==> src/rtl/juez_golpe.sv <==
// Rhythm-game hit judge: synchronizes and debounces five drum pads, detects strikes,
// and grades each falling note as hit or miss while keeping score and streak.
module juez_golpe #(
    parameter int ZONA_INI = 400,
    parameter int ZONA_FIN = 464,
    parameter int DEBOUNCE = 250000,
    parameter int PUNTOS   = 10
) (
    input  logic        clk,
    input  logic        reset,
    input  logic        enable,
    input  logic [9:0]  posicionYS,
    input  logic [4:0]  carril,
    input  logic [4:0]  pads,
    output logic        acierto,
    output logic        fallo,
    output logic [15:0] puntaje,
    output logic [7:0]  racha,
    output logic [1:0]  estado
);

    typedef enum logic [1:0] {
        ESPERA   = 2'd0,
        ZONA     = 2'd1,
        RESUELTO = 2'd2
    } estado_t;

    localparam logic [9:0]  L_INI    = 10'(ZONA_INI);
    localparam logic [9:0]  L_FIN    = 10'(ZONA_FIN);
    localparam logic [19:0] DEB_LAST = 20'(DEBOUNCE - 1);
    localparam logic [16:0] P_BASE   = 17'(PUNTOS);
    localparam logic [16:0] P_BONO   = 17'(2 * PUNTOS);

    logic [4:0]  r_sync1;
    logic [4:0]  r_sync2;
    logic [4:0]  r_estable;
    logic [4:0]  r_establePrev;
    logic [4:0]  r_golpe;
    logic [19:0] r_cnt [5];

    estado_t     r_estado;
    estado_t     w_next;
    logic        w_hit;
    logic        w_miss;
    logic        w_enZona;
    logic        r_acierto;
    logic        r_fallo;
    logic [15:0] r_puntaje;
    logic [7:0]  r_racha;
    logic [16:0] w_incremento;
    logic [16:0] w_suma;

    // Two-flop synchronizer followed by a per-lane stability counter.
    always_ff @(posedge clk) begin
        if (reset) begin
            r_sync1   <= '0;
            r_sync2   <= '0;
            r_estable <= '0;
            for (int i = 0; i < 5; i++) r_cnt[i] <= '0;
        end else begin
            r_sync1 <= pads;
            r_sync2 <= r_sync1;
            for (int i = 0; i < 5; i++) begin
                if (r_sync2[i] != r_estable[i]) begin
                    if (r_cnt[i] >= DEB_LAST) begin
                        r_estable[i] <= r_sync2[i];
                        r_cnt[i]     <= '0;
                    end else begin
                        r_cnt[i] <= r_cnt[i] + 20'd1;
                    end
                end else begin
                    r_cnt[i] <= '0;
                end
            end
        end
    end

    always_ff @(posedge clk) begin
        if (reset) begin
            r_establePrev <= '0;
            r_golpe       <= '0;
        end else begin
            r_establePrev <= r_estable;
            r_golpe       <= r_estable & ~r_establePrev;
        end
    end

    assign w_enZona = (posicionYS >= L_INI) && (posicionYS <= L_FIN);

    // A strike that lands as the note leaves the zone is still judged as a strike.
    always_comb begin
        w_next = r_estado;
        w_hit  = 1'b0;
        w_miss = 1'b0;
        if (enable) begin
            w_next = ESPERA;
        end else begin
            case (r_estado)
                ESPERA: begin
                    if (w_enZona) w_next = ZONA;
                end
                ZONA: begin
                    if ((carril != 5'd0) && (r_golpe != 5'd0)) begin
                        if (((r_golpe & carril) == carril) && ((r_golpe & ~carril) == 5'd0))
                            w_hit = 1'b1;
                        else
                            w_miss = 1'b1;
                        w_next = RESUELTO;
                    end else if ((r_golpe == 5'd0) && (posicionYS > L_FIN)) begin
                        w_miss = (carril != 5'd0);
                        w_next = RESUELTO;
                    end
                end
                RESUELTO: begin
                    if (posicionYS < L_INI) w_next = ESPERA;
                end
                default: w_next = ESPERA;
            endcase
        end
    end

    always_comb begin
        w_incremento = (r_racha < 8'd8) ? P_BASE : P_BONO;
        w_suma       = {1'b0, r_puntaje} + w_incremento;
    end

    always_ff @(posedge clk) begin
        if (reset) begin
            r_estado  <= ESPERA;
            r_acierto <= 1'b0;
            r_fallo   <= 1'b0;
            r_puntaje <= '0;
            r_racha   <= '0;
        end else begin
            r_estado  <= w_next;
            r_acierto <= w_hit;
            r_fallo   <= w_miss;
            if (w_hit) begin
                if (r_racha != 8'hFF) r_racha <= r_racha + 8'd1;
                r_puntaje <= w_suma[16] ? 16'hFFFF : w_suma[15:0];
            end else if (w_miss) begin
                r_racha <= '0;
            end
        end
    end

    assign acierto = r_acierto;
    assign fallo   = r_fallo;
    assign puntaje = r_puntaje;
    assign racha   = r_racha;
    assign estado  = r_estado;

endmodule

==> config.mk <==
export PLATFORM = sky130hd
export DESIGN_NAME = juez_golpe
export DESIGN_NICKNAME = d
export VERILOG_FILES = /design/src/rtl/juez_golpe.sv
export SDC_FILE = /design/constraint.sdc
export NUM_CORES = 1
export LEC_CHECK = 0
export ABC_AREA = 1
export CAP_MARGIN = 20
export CORE_ASPECT_RATIO = 0.7
export CORE_MARGIN = 8
export CORE_UTILIZATION = 45
export CTS_BUF_LIST = sky130_fd_sc_hd__clkbuf_2 sky130_fd_sc_hd__clkbuf_4 sky130_fd_sc_hd__clkbuf_8
export DETAILED_ROUTE_END_ITERATION = 8
export GPL_TIMING_DRIVEN = 1
export SLEW_MARGIN = 20
export SYNTH_ARGS = -nofsm -noshare
export SYNTH_HDL_FRONTEND = slang
export SYNTH_SLANG_ARGS = --single-unit
==> constraint.sdc <==
create_clock -name clk -period 6.83 [get_ports clk]
set_clock_uncertainty 0.2 [all_clocks]
set_input_delay 1.0245 -clock clk [delete_from_list [all_inputs] [get_ports clk]]
set_output_delay 1.0245 -clock clk [all_outputs]
set_load 0.02 [all_outputs]
## Word level (Yosys, flattened, before mapping)

Memories as Yosys holds them, arrays and structs flattened.
Cells that the tools add are included.

| word-level totals | value |
|---|---|
| register bits | 53 |
| memory bits (writable) | 100 |
| bits of input ports | 23 |
| output and inout port bits | 28 |
| word-level logic and storage cells | 174 |
| memories kept | 1 |

| cells by class | value |
|---|---|
| add/sub/neg operators | 7 |
| order comparisons | 10 |
| equality and inequality tests | 13 |
| muxes and demuxes | 91 |
| bitwise gates (word level) | 20 |
| reductions and logical operators | 18 |

Memory list:

| name | depth | width | rd ports | clocked after memory_dff | wr ports | line | text |
|---|---|---|---|---|---|---|---|
| r_cnt | 5 | 20 | 5 | 0 | 5 | 39 | `logic [19:0] r_cnt [5];` |

Operators by type and width:

| operator | number |
|---|---|
| $mux W20 | 15 |
| $add A20 B1 Y20 const B | 5 |
| $ge A20 B18 Y1 const B | 5 |
| $mux W1 | 66 |
| $mux W8 | 3 |
| $add A16 B5 Y17 | 1 |
| $mux W16 | 1 |
| $and A5 B5 Y5 | 3 |
| $or A1 B1 Y1 | 15 |
| $reduce_and A2 Y1 | 6 |
| $ge A10 B9 Y1 const B | 1 |
| $gt A10 B9 Y1 const B | 1 |
| $le A10 B9 Y1 const B | 1 |
| $logic_not A5 Y1 | 2 |
| $lt A10 B9 Y1 const B | 1 |
| $not A5 Y5 | 2 |
| $reduce_bool A5 Y1 | 2 |
| $add A8 B1 Y8 const B | 1 |
| $lt A8 B4 Y1 const B | 1 |
| $mux W2 | 4 |
| $ne A8 B8 Y1 const B | 1 |
| $pmux W2 S3 | 1 |
| $eq A5 B5 Y1 | 1 |
| $mux W5 | 1 |
| other kinds (11) | 19 |

## Longest topological paths before layout

Gate-level depths: netlist of the first run.

| logic depth | value |
|---|---|
| word-level depth | 10 |
| gate-level depth with buffers | 16 |
| mapped depth without buffers | 16 |

## Worst setup path after synthesis of the first run

No wires, ideal clock.

| path | value |
|---|---|
| path type | reg-to-reg |
| start | register r_racha[5] (netlist: racha[5]) |
| end | register r_puntaje[9] (netlist: puntaje[9]) |
| library setup time | 0.070 ns |
| data arrival time | 2.268 ns |
| slack | 4.291 ns |
| cell stages (with the launch flop) | 15 |
| clock period less this slack | 2.539 ns |
| path through | dfxtp_1 > inv_1 > nand4_1 > inv_1 > ha_1 > inv_1 > fa_1 > inv_1 > nand3_1 > nand2_1 > nand3_1 > or2_2 > nand3_1 > nand2_1 > a21oi_1 |

| between the ends | value |
|---|---|
| word-level cells in the longest chain between the ends | 4 |

Ends and longest elaborated chain:

| element | line | text |
|---|---|---|
| start, declared | 49 | `logic [7:0] r_racha;` |
| start signal, assigned | 139 | `if (r_racha != 8'hFF) r_racha <= r_racha + 8'd1;` |
| $lt A8 B4 Y1 | 123 | `w_incremento = (r_racha < 8'd8) ? P_BASE : P_BONO;` |
| $mux W5 | 123 |  |
| $add A16 B5 Y17 | 124 | `w_suma = {1'b0, r_puntaje} + w_incremento;` |
| $mux W16 | 140 | `r_puntaje <= w_suma[16] ? 16'hFFFF : w_suma[15:0];` |
| end signal, assigned | 140 |  |
| end, declared | 48 | `logic [15:0] r_puntaje;` |

No other way between the ends.
A chain may end at the register's enable or synchronous reset.

## Final worst setup path of the first run

| path | value |
|---|---|
| start | input port carril[1] |
| end | register r_racha[6] (netlist: racha[6]) |

| between the ends | value |
|---|---|
| word-level cells in the longest chain between the ends | 10 |
| elaborated cells between the ends (all ways) | 21 |

Ends and longest elaborated chain:

| element | line | text |
|---|---|---|
| start, declared | 13 | `input logic [4:0] carril,` |
| $not A5 Y5 | 104 | `if (((r_golpe & carril) == carril) && ((r_golpe & ~carril) == 5'd0))` |
| $and A5 B5 Y5 | 104 |  |
| $logic_not A5 Y1 | 104 |  |
| $logic_and A1 B1 Y1 | 104 |  |
| $mux W1 | 104 |  |
| $mux W1 | 103 | `if ((carril != 5'd0) && (r_golpe != 5'd0)) begin` |
| $mux W1 | 98 | `case (r_estado)` |
| $mux W1 | 95 | `if (enable) begin` |
| $ne A2 B1 Y1 (no line) or $reduce_bool A2 Y1 (tied branches) | - |  |
| $reduce_and A2 Y1 (no line) | - |  |

Parallel ways exist; a longest one is shown, timed or not.

==> results by stage, run 1 <==
Yosys:
- The dominant combinational cell family by area after synthesis is simple AND/OR/NAND/NOR gates.
- The combined area of all synthesized cells is 8750 um^2.
- The synthesized-area fraction occupied by xor and xnor cells is 8.10%.
- The dominant synthesized flop cell is edfxtp_1.
- Ranked by total cell area, the synthesized netlist is headed by edfxtp_1 (34%), dfxtp_1 (12%), nand2_1 (7.7%).
- The cell type contributing the most total cell area after synthesis is edfxtp_1.
- In this run the mean area of a mapped cell was 8.51 um^2.
- The number of synthesized register bits is 153.
- In this run, distinct cell masters in the synthesized netlist total 45.
- Summing the areas of all and, or, nand and nor instances in the mapped netlist gives 31.3% of the synthesized area.
- Of all flip-flops after synthesis, the portion carrying an async set or reset was 0%.
- Of the synthesized area, sequential elements account for 46.4%.
- In the synthesized netlist, the number of instances is 1029.
- For this run, the number of Yosys warnings is 0.
- Counting flops with a built-in enable in the synthesized netlist gives 100.
- The adder-cell share of the synthesized area is 1.66%.
- The synthesized netlist devotes 3.97% of its cell area to compound gates.
- Measured against the total synthesized area, the mux share comes to 0%.
- Of the post-synthesis cell area, the dominant cell type holds 34.3%.

Power and ir drop:
- Dividing total power by cell area gives a power density of 189 nW/um^2.
- The total leakage power is 4.21 nW.
- The part of the power in the clock network is 39.1%.
- In this run, flip-flops and latches consume 54.0% of the power.
- The internal power is 1.47 mW.
- The maximum resistive drop on vdd is 0.000120 V.
- Per report_power, the combinational group accounts for 6.8% of the total.
- The switching part of the total is 24.0%.
- For this design the total switching power over the nets is 0.467 mW.

CTS:
- The latest clock arrival within the worst-skew pair is 450 ps.
- The root buffer cell chosen for the clock tree is clkbuf_8.
- The worst-case clock buffer depth is 2.
- The number of levels in the clock H-tree is 4.
- In this run, CTS created clock tree buffers numbering 17.
- The clock transition at the register clock pins on the worst setup and hold paths after CTS is 80 ps.
- The clock tree from TritonCTS is done.
- The TritonCTS sink count is 153.
- In this run, post-CTS repair resized a total of 0 instances.
- For this design, the CTS-stage hold fixing added 0 buffers.
- The number of setup buffers added after CTS is 0.

Setup path:
- In this design, the stage delay of the slowest critical-path cell is 550 ps.
- The critical path data arrival time is 3140 ps.
- Data on the critical path is required at its endpoint by 6990 ps.
- The peak fanout along the critical path is 22.
- The worst setup path is of the in2reg kind.
- Walking the worst path, the cells encountered are clkdlybuf4s50_1 > nor2_1 > nand3_1 > nand2_1 > nor2_2 > nand3_2 > inv_2 > nand3_1 > a21oi_1.
- The endpoint identified for the worst register-to-register timing path is puntaje[7].
- The slowest stage of the critical path belongs to the cell clkdlybuf4s50_1.
- The sort of element at the start of the critical path is a primary input.
- Among the stages of the critical path, the cell type that occurs most often is nand3_1.
- STA classifies the critical path endpoint as a register.
- The source of the worst register-to-register timing path is racha[5].
- The reg-to-reg setup timing slack is 3900 ps.
- Measured in cells, the most critical reg-to-reg path has a length of 14.

Place:
- The congestion estimate from routability-driven global placement came to 0.835.
- Port buffering added 50 buffers.
- The post-placement cell count is 1434.
- The placed wire-length estimate after detailed placement is 12300 um.

Timing:
- The post-route minimum period is 2980 ps.
- In the final timing run, aggregate negative setup slack is 0 ps.
- The slew at the pin closest to its max-slew limit is 889 ps.
- For this run, the top clock speed supported by timing is 336 MHz.
- The final number of max-transition violations came to 0.
- Setup repair after global routing left no endpoint under its margin.
- The share of the clock period used by the worst path is 43.6%.
- The number of endpoints with negative hold slack in the final report was 0.
- Measured against its own limit, the worst slew margin works out to 40.7%.
- The final setup violation count is 0.

Layout:
- Cells with a size suffix above 1 make up 10.1% of the layout.
- The layout overhead on the synthesized area is 17.5%.
- The number of inserted diodes is 0.
- Cells fill 54.2% of the core in the end.
- The net total in the final layout is 1223.
- For this run, the number of standard cells in the final layout without fillers is 1466.

Min path:
- The number of instances on the worst hold path is 1.
- The path with the worst hold slack has its endpoint at r_golpe[2].
- The startpoint of the tightest hold check path is r_establePrev[2].
- The classification of the worst-slack hold path is reg2reg.

GRT:
- Global routing finished with a remaining overflow of 0.
- The largest net degree at the start of global routing is 46.
- The first global-routing pass estimated 28100 um of wire.
- The via count of the first global-routing pass was 5940.
- Global routing used 13.9% of the available tracks across all layers.
- The initial antenna violation count is 1.

Routing:
- The final layout contains routed wiring with a total length of 16500 um.
- Once detail routing completed, the nets flagged for antenna violations numbered 0.
- The detailed-router iteration count before antenna repair is 5.
- The detailed router finished its first iteration with 542 violations.
- Dividing the detail-routed wire length by the instance count gives 11.3 um.
- The via-per-instance ratio is 4.48.
- The via count is 6564.
- In the routed design, unresolved DRC markers number 0.

Die:
- From bottom edge to top edge, the die measures 133 um.
- The width of the die is 183 um.
- The floorplan has 42 rows.
- The initial standard-cell utilization of the core is 46.1%.
- The total area inside the core boundary comes to 19000 um^2.
- The boundary pin count is 51.
- The die covers 24200 um^2.

Run status:
- The run finished with clean final reports.

Flow run:
- Across the run, the number of max-cap violations was 0.
-- cell usage in the layout (no fill, tap or decap), types with 5 or more instances in the layout --
cell and instances:
a21oi_1 31, clkbuf_8 17, clkdlybuf4s50_1 49, conb_1 110, dfxtp_1 53, edfxtp_1 100
ha_1 10, inv_1 145, inv_2 10, nand2_1 179, nand3_1 82, nand3_2 11
nand4_1 21, nor2_1 150, nor2_2 9, nor2_4 32, nor3_1 31, nor3_2 6
o21ai_0 13, or2_2 5, xnor2_1 20, xor2_1 61
-- per-layer routing --
| layer | global-route usage (%) | share of wire (%) | routed length, um |
|---|---|---|---|
| met5 | 0 | 0.061 | 10 |
| met4 | 4.04 | 0.82 | 136 |
| met3 | 3.34 | 4.0 | 662 |
| met2 | 20.0 | 40 | 6640 |
| met1 | 20.3 | 55 | 9080 |
-- worst max-delay path: cells and delay by family --
| kind | cells | cell delay (ps) |
|---|---|---|
| compound gates | 1 | 160 |
| buf+inv | 2 | 1000 |
| simple gates | 6 | 950 |
-- sequential cells by signal (all words and copies together), names as in the netlist --
signal,count
r_cnt,100
puntaje,16
racha,8
r_establePrev,5
r_estable,5
r_golpe,5
r_sync1,5
r_sync2,5
estado,2
acierto,1
fallo,1
-- cell usage after synthesis (2+ instances only) --
library cell,number
nand2_1,179
nor2_1,150
inv_1,145
edfxtp_1,100
nand3_1,82
xor2_1,61
dfxtp_1,53
nor2_4,32
a21oi_1,31
nor3_1,31
nand4_1,21
xnor2_1,20
o21ai_0,13
nand3_2,11
ha_1,10
inv_2,10
nor2_2,9
buf_2,7
nor3_2,6
or2_2,5
a31oi_1,4
or2_1,4
a41oi_2,3
buf_12,3
buf_6,3
clkbuf_1,3
nand2_2,3
nand3b_1,3
nor4_1,3
o21ai_1,3
or2_4,3
buf_1,2
buf_4,2
conb_1,2
nand4_2,2
-- through the flow --
stage | setup WS (ps) | instance area [um^2] | hold WS, ps | total power, mW
2_1_floorplan | 4290 | 9160 | 173 | 1.16
3_5_place_dp | 3400 | 9850 | 179 | 1.20
5_1_grt | 3590 | 10300 | 204 | 2.03
4_1_cts | 3840 | 10300 | 193 | 1.97
3_3_place_gp | 3430 | 9850 | 178 | 1.20
6_report | 3850 | 10300 | 195 | 1.94
-- logic make-up (layout without fill, tap and decap cells) --
group / Yosys count / count (layout)
compound gates: 59 / 59
xor+xnor: 81 / 81
fa+ha+maj: 11 / 11
buf+inv: 175 / 240
flops: 153 / 153
other cells: 2 / 110
simple gates: 548 / 548
-- worst max-delay path by stage --
stage                         start          to  slack (ps)  cells past startpoint
final                     carril[1]    racha[6]        3850                      9
after global routing      carril[1]    racha[4]        3590                      9
after CTS                 carril[1]    racha[6]        3840                      9
after detailed placement  carril[1]    racha[6]        3400                      9
after global placement    carril[1]    racha[4]        3430                      9
after floorplan            racha[5]  puntaje[9]        4290                     14
-- power by group through the flow --
stage | sequential (mW) | combinational [mW] | clock [mW]
2_1_floorplan | 1.06 | 0.100 | 0
3_3_place_gp | 1.07 | 0.131 | 0
3_5_place_dp | 1.07 | 0.131 | 0
4_1_cts | 1.05 | 0.132 | 0.784
5_1_grt | 1.05 | 0.152 | 0.820
6_report | 1.05 | 0.133 | 0.759
-- layout make-up --
class / count / area (um^2)
multi-input cells: 809 / 4350
flip-flops and latches: 153 / 4060
clock buffers: 18 / 241
inverters: 155 / 582
well taps: 264 / 330
clock inverters: 14 / 196
fillers: 1789 / 8690
repair buffers: 53 / 518
(Power assumes the default switching activity.)
==> run 2: changes to the inputs <==
- clock period: 6.83 -> 2.9 ns (I/O delays scaled with it)
==> results by stage, run 2 (synthesis results as in run 1) <==
CTS:
- The number of levels in the clock H-tree is 4.
- TritonCTS built the clock tree.
- The clock passes through at most 2 buffers.
- The clock root buffer master is clkbuf_8.
- The clock reaches the later pin of the worst-skew pair after 460 ps.
- Clock-pin slew was measured on the worst setup and hold paths at 100 ps.
- The cts-stage hold buffer count is 0.
- The number of clock buffers added by TritonCTS is 17.
- The TritonCTS sink count is 153.

Power and ir drop:
- The total power consumption of the routed design is 4.76 mW.
- The sequential fraction of design power is 51.9%.
- Of the total power, the share spent switching nets is 23.6%.
- In this run the power density over the cells is 458 nW/um^2.
- The part of the power in the clock network is 41.5%.
- Summed over all nets, the switching power comes to 1.13 mW.
- The internal power is 3.64 mW.
- The maximum resistive drop on vdd is 0.000269 V.
- In this run the static leakage power is 4.26 nW.
- The share of power burned in combinational logic is 6.6%.

Place:
- Once detailed placement completed, the half-perimeter wirelength came to 12400 um.
- The count of port buffers added during placement is 50.
- OpenSTA, run right after detailed placement, puts the worst setup slack at 158 ps.
- At the end of routability-driven placement, the weighted congestion stood at 0.856.

GRT:
- The global-route congestion overflow total is 0.
- Global routing consumed, on the met1 layer, 21.1% of the routing resources.
- Entering global routing, the biggest net connects 32 pins.
- The initial antenna violation count is 0.
- The all-layer global routing usage is 14.2%.
- The first global-routing pass estimated 28600 um of wire.
- The met3 demand-to-capacity share in global routing is 2.87%.
- In this run the most used layer during global routing was met1.
- In the global route stage, met2 resource usage came out at 19.8%.
- The via count of the first global-routing pass is 5946.

Timing:
- The final number of max-transition violations is 0.
- The slew at the pin closest to its max-slew limit is 526 ps.
- Setup violations remaining at the end of the flow were counted as 0.
- The post-route minimum period is 2690 ps.
- The share of the clock period used by the worst path is 92.7%.
- The number of endpoints with negative hold slack in the final report is 0.
- The upper clock frequency limit is 372 MHz.
- Setup repair after global routing left no endpoint under its margin.
- In the final timing run, aggregate negative setup slack is 0 ps.
- The relative max-transition margin is 64.9%.
- Once routing completed, OpenROAD measured the worst setup slack at 211 ps.

Layout:
- Leaving out fill and tap cells, the most frequent cell in the layout is nand2_1.
- The top cell types in the final layout, fill and taps aside, are nand2_1 (178), nor2_1 (150), inv_1 (144), conb_1 (110), edfxtp_1 (100).
- Compared with the post-synthesis result, the final layout area differs by 18.7%.
- The register with the most flip-flops in the layout has 100 of them.
- The number of inserted diodes is 0.
- The share of post-route cells with drive strength above 1 is 10.9%.
- At the end of the flow, the number of nets in the layout was 1231.
- The largest register by flop count is r_cnt.

Routing:
- For this run, design rule violations remaining after detail routing come to 0.
- The via-per-instance ratio is 4.52.
- Across all layers, the routed design uses 6660 vias.
- The iteration-0 DRC count of the detailed router is 429.
- The average wire length per cell after detail routing is 11.4 um.
- The wire length after detailed routing is 16700 um.
- The first detailed-routing pass took 7 iterations.
- The detail route stage leaves a number of antenna-violating nets equal to 0.

Die:
- The boundary pin count is 51.
- After floorplanning, the core was divided into 42 placement rows.
- The die is 133 um tall.
- The die is 183 um wide.
- The initial standard-cell utilization of the core is 46.1%.
- After floorplanning, the core was sized to cover 19000 um^2.
- The total die area is 24200 um^2.

Flow run:
- Max-cap violations in this run came to 0.

Setup path:
- For the worst setup path, the data required time is 3100 ps.
- Along the worst path, the maximum fanout reaches 5.
- For the worst setup path, the data arrival time is 2890 ps.
- The critical path class is reg2reg.
- The kind of capture point of the worst setup path is a register.
- STA classifies the critical path startpoint as a register.

Run status:
- The run finished with clean final reports.

Min path:
- The classification of the worst-slack hold path is in2reg.
run 2: cell count changes in the layout (fill, tap and decap cells not counted):
cell / change
buf_4: +8
bufinv_16: +2
clkbuf_4: -1
clkinv_2: +1
clkinv_4: -4
clkinvlp_2: -1
clkinvlp_4: +2
inv_1: -1
inv_2: +1
inv_6: +1
nand2_1: -1
nand2_2: +1
run 2: layer usage:
layer	wire length [um]	vias to the layer above
met2	6640	95
met5	0	-
met3	620	12
met1	9270	3013
li1	-	3540
met4	194	0
run 2: critical path, cell delays in order (launching register included):
cell and delay (ps):
dfxtp_1 360, inv_1 130, nand4_1 180, inv_2 130
ha_1 200, inv_1 70, fa_1 410, inv_1 90
nand3_1 100, nand2_2 140, nand3_1 90, or2_2 280
nand3_1 80, nand2_1 50, a21oi_1 120
run 2: final cells by class:
class	instances	area (um^2)
sequential	153	4060
inverter	155	582
clock buffer	17	234
multi-input combinational	809	4350
timing repair buffer	61	578
tap	264	330
clock inverter	15	245
fill	1788	8580
run 2: what timing repair did:
| item | in CTS | in global routing |
|---|---|---|
| gates resized for setup | 0 | 2 |
| setup endpoints to repair | 0 | 11 |
| setup buffers | 0 | 3 |
run 2: through the flow:
stage | cells | area (um^2) | hold WS [ps] | utilization (%)
2_1_floorplan | 1137 | 9160 | 173 | -
4_1_cts | 1471 | 10400 | 126 | 54.6
3_5_place_dp | 1439 | 9880 | 181 | 52.1
5_1_grt | 1474 | 10400 | 139 | 54.8
6_report | 1474 | 10400 | 148 | 54.8
3_3_place_gp | 1439 | 9880 | 179 | 52.1
run 2: power by group through the flow:
stage	sequential (mW)	clock, mW	combinational, mW
4_1_cts	2.47	2.04	0.315
5_1_grt	2.48	2.12	0.362
3_5_place_dp	2.52	0	0.312
6_report	2.47	1.97	0.315
2_1_floorplan	2.50	0	0.236
3_3_place_gp	2.52	0	0.309
run 2: path summary, 6_finish.rpt:
path	start	endpoint	slack, ps	cells after the start
max reg2reg	racha[3]	puntaje[9]	210	14
max	racha[3]	puntaje[9]	210	14
min	reset	r_sync1[0]	150	2
min reg2reg	r_establePrev[0]	r_golpe[0]	190	1
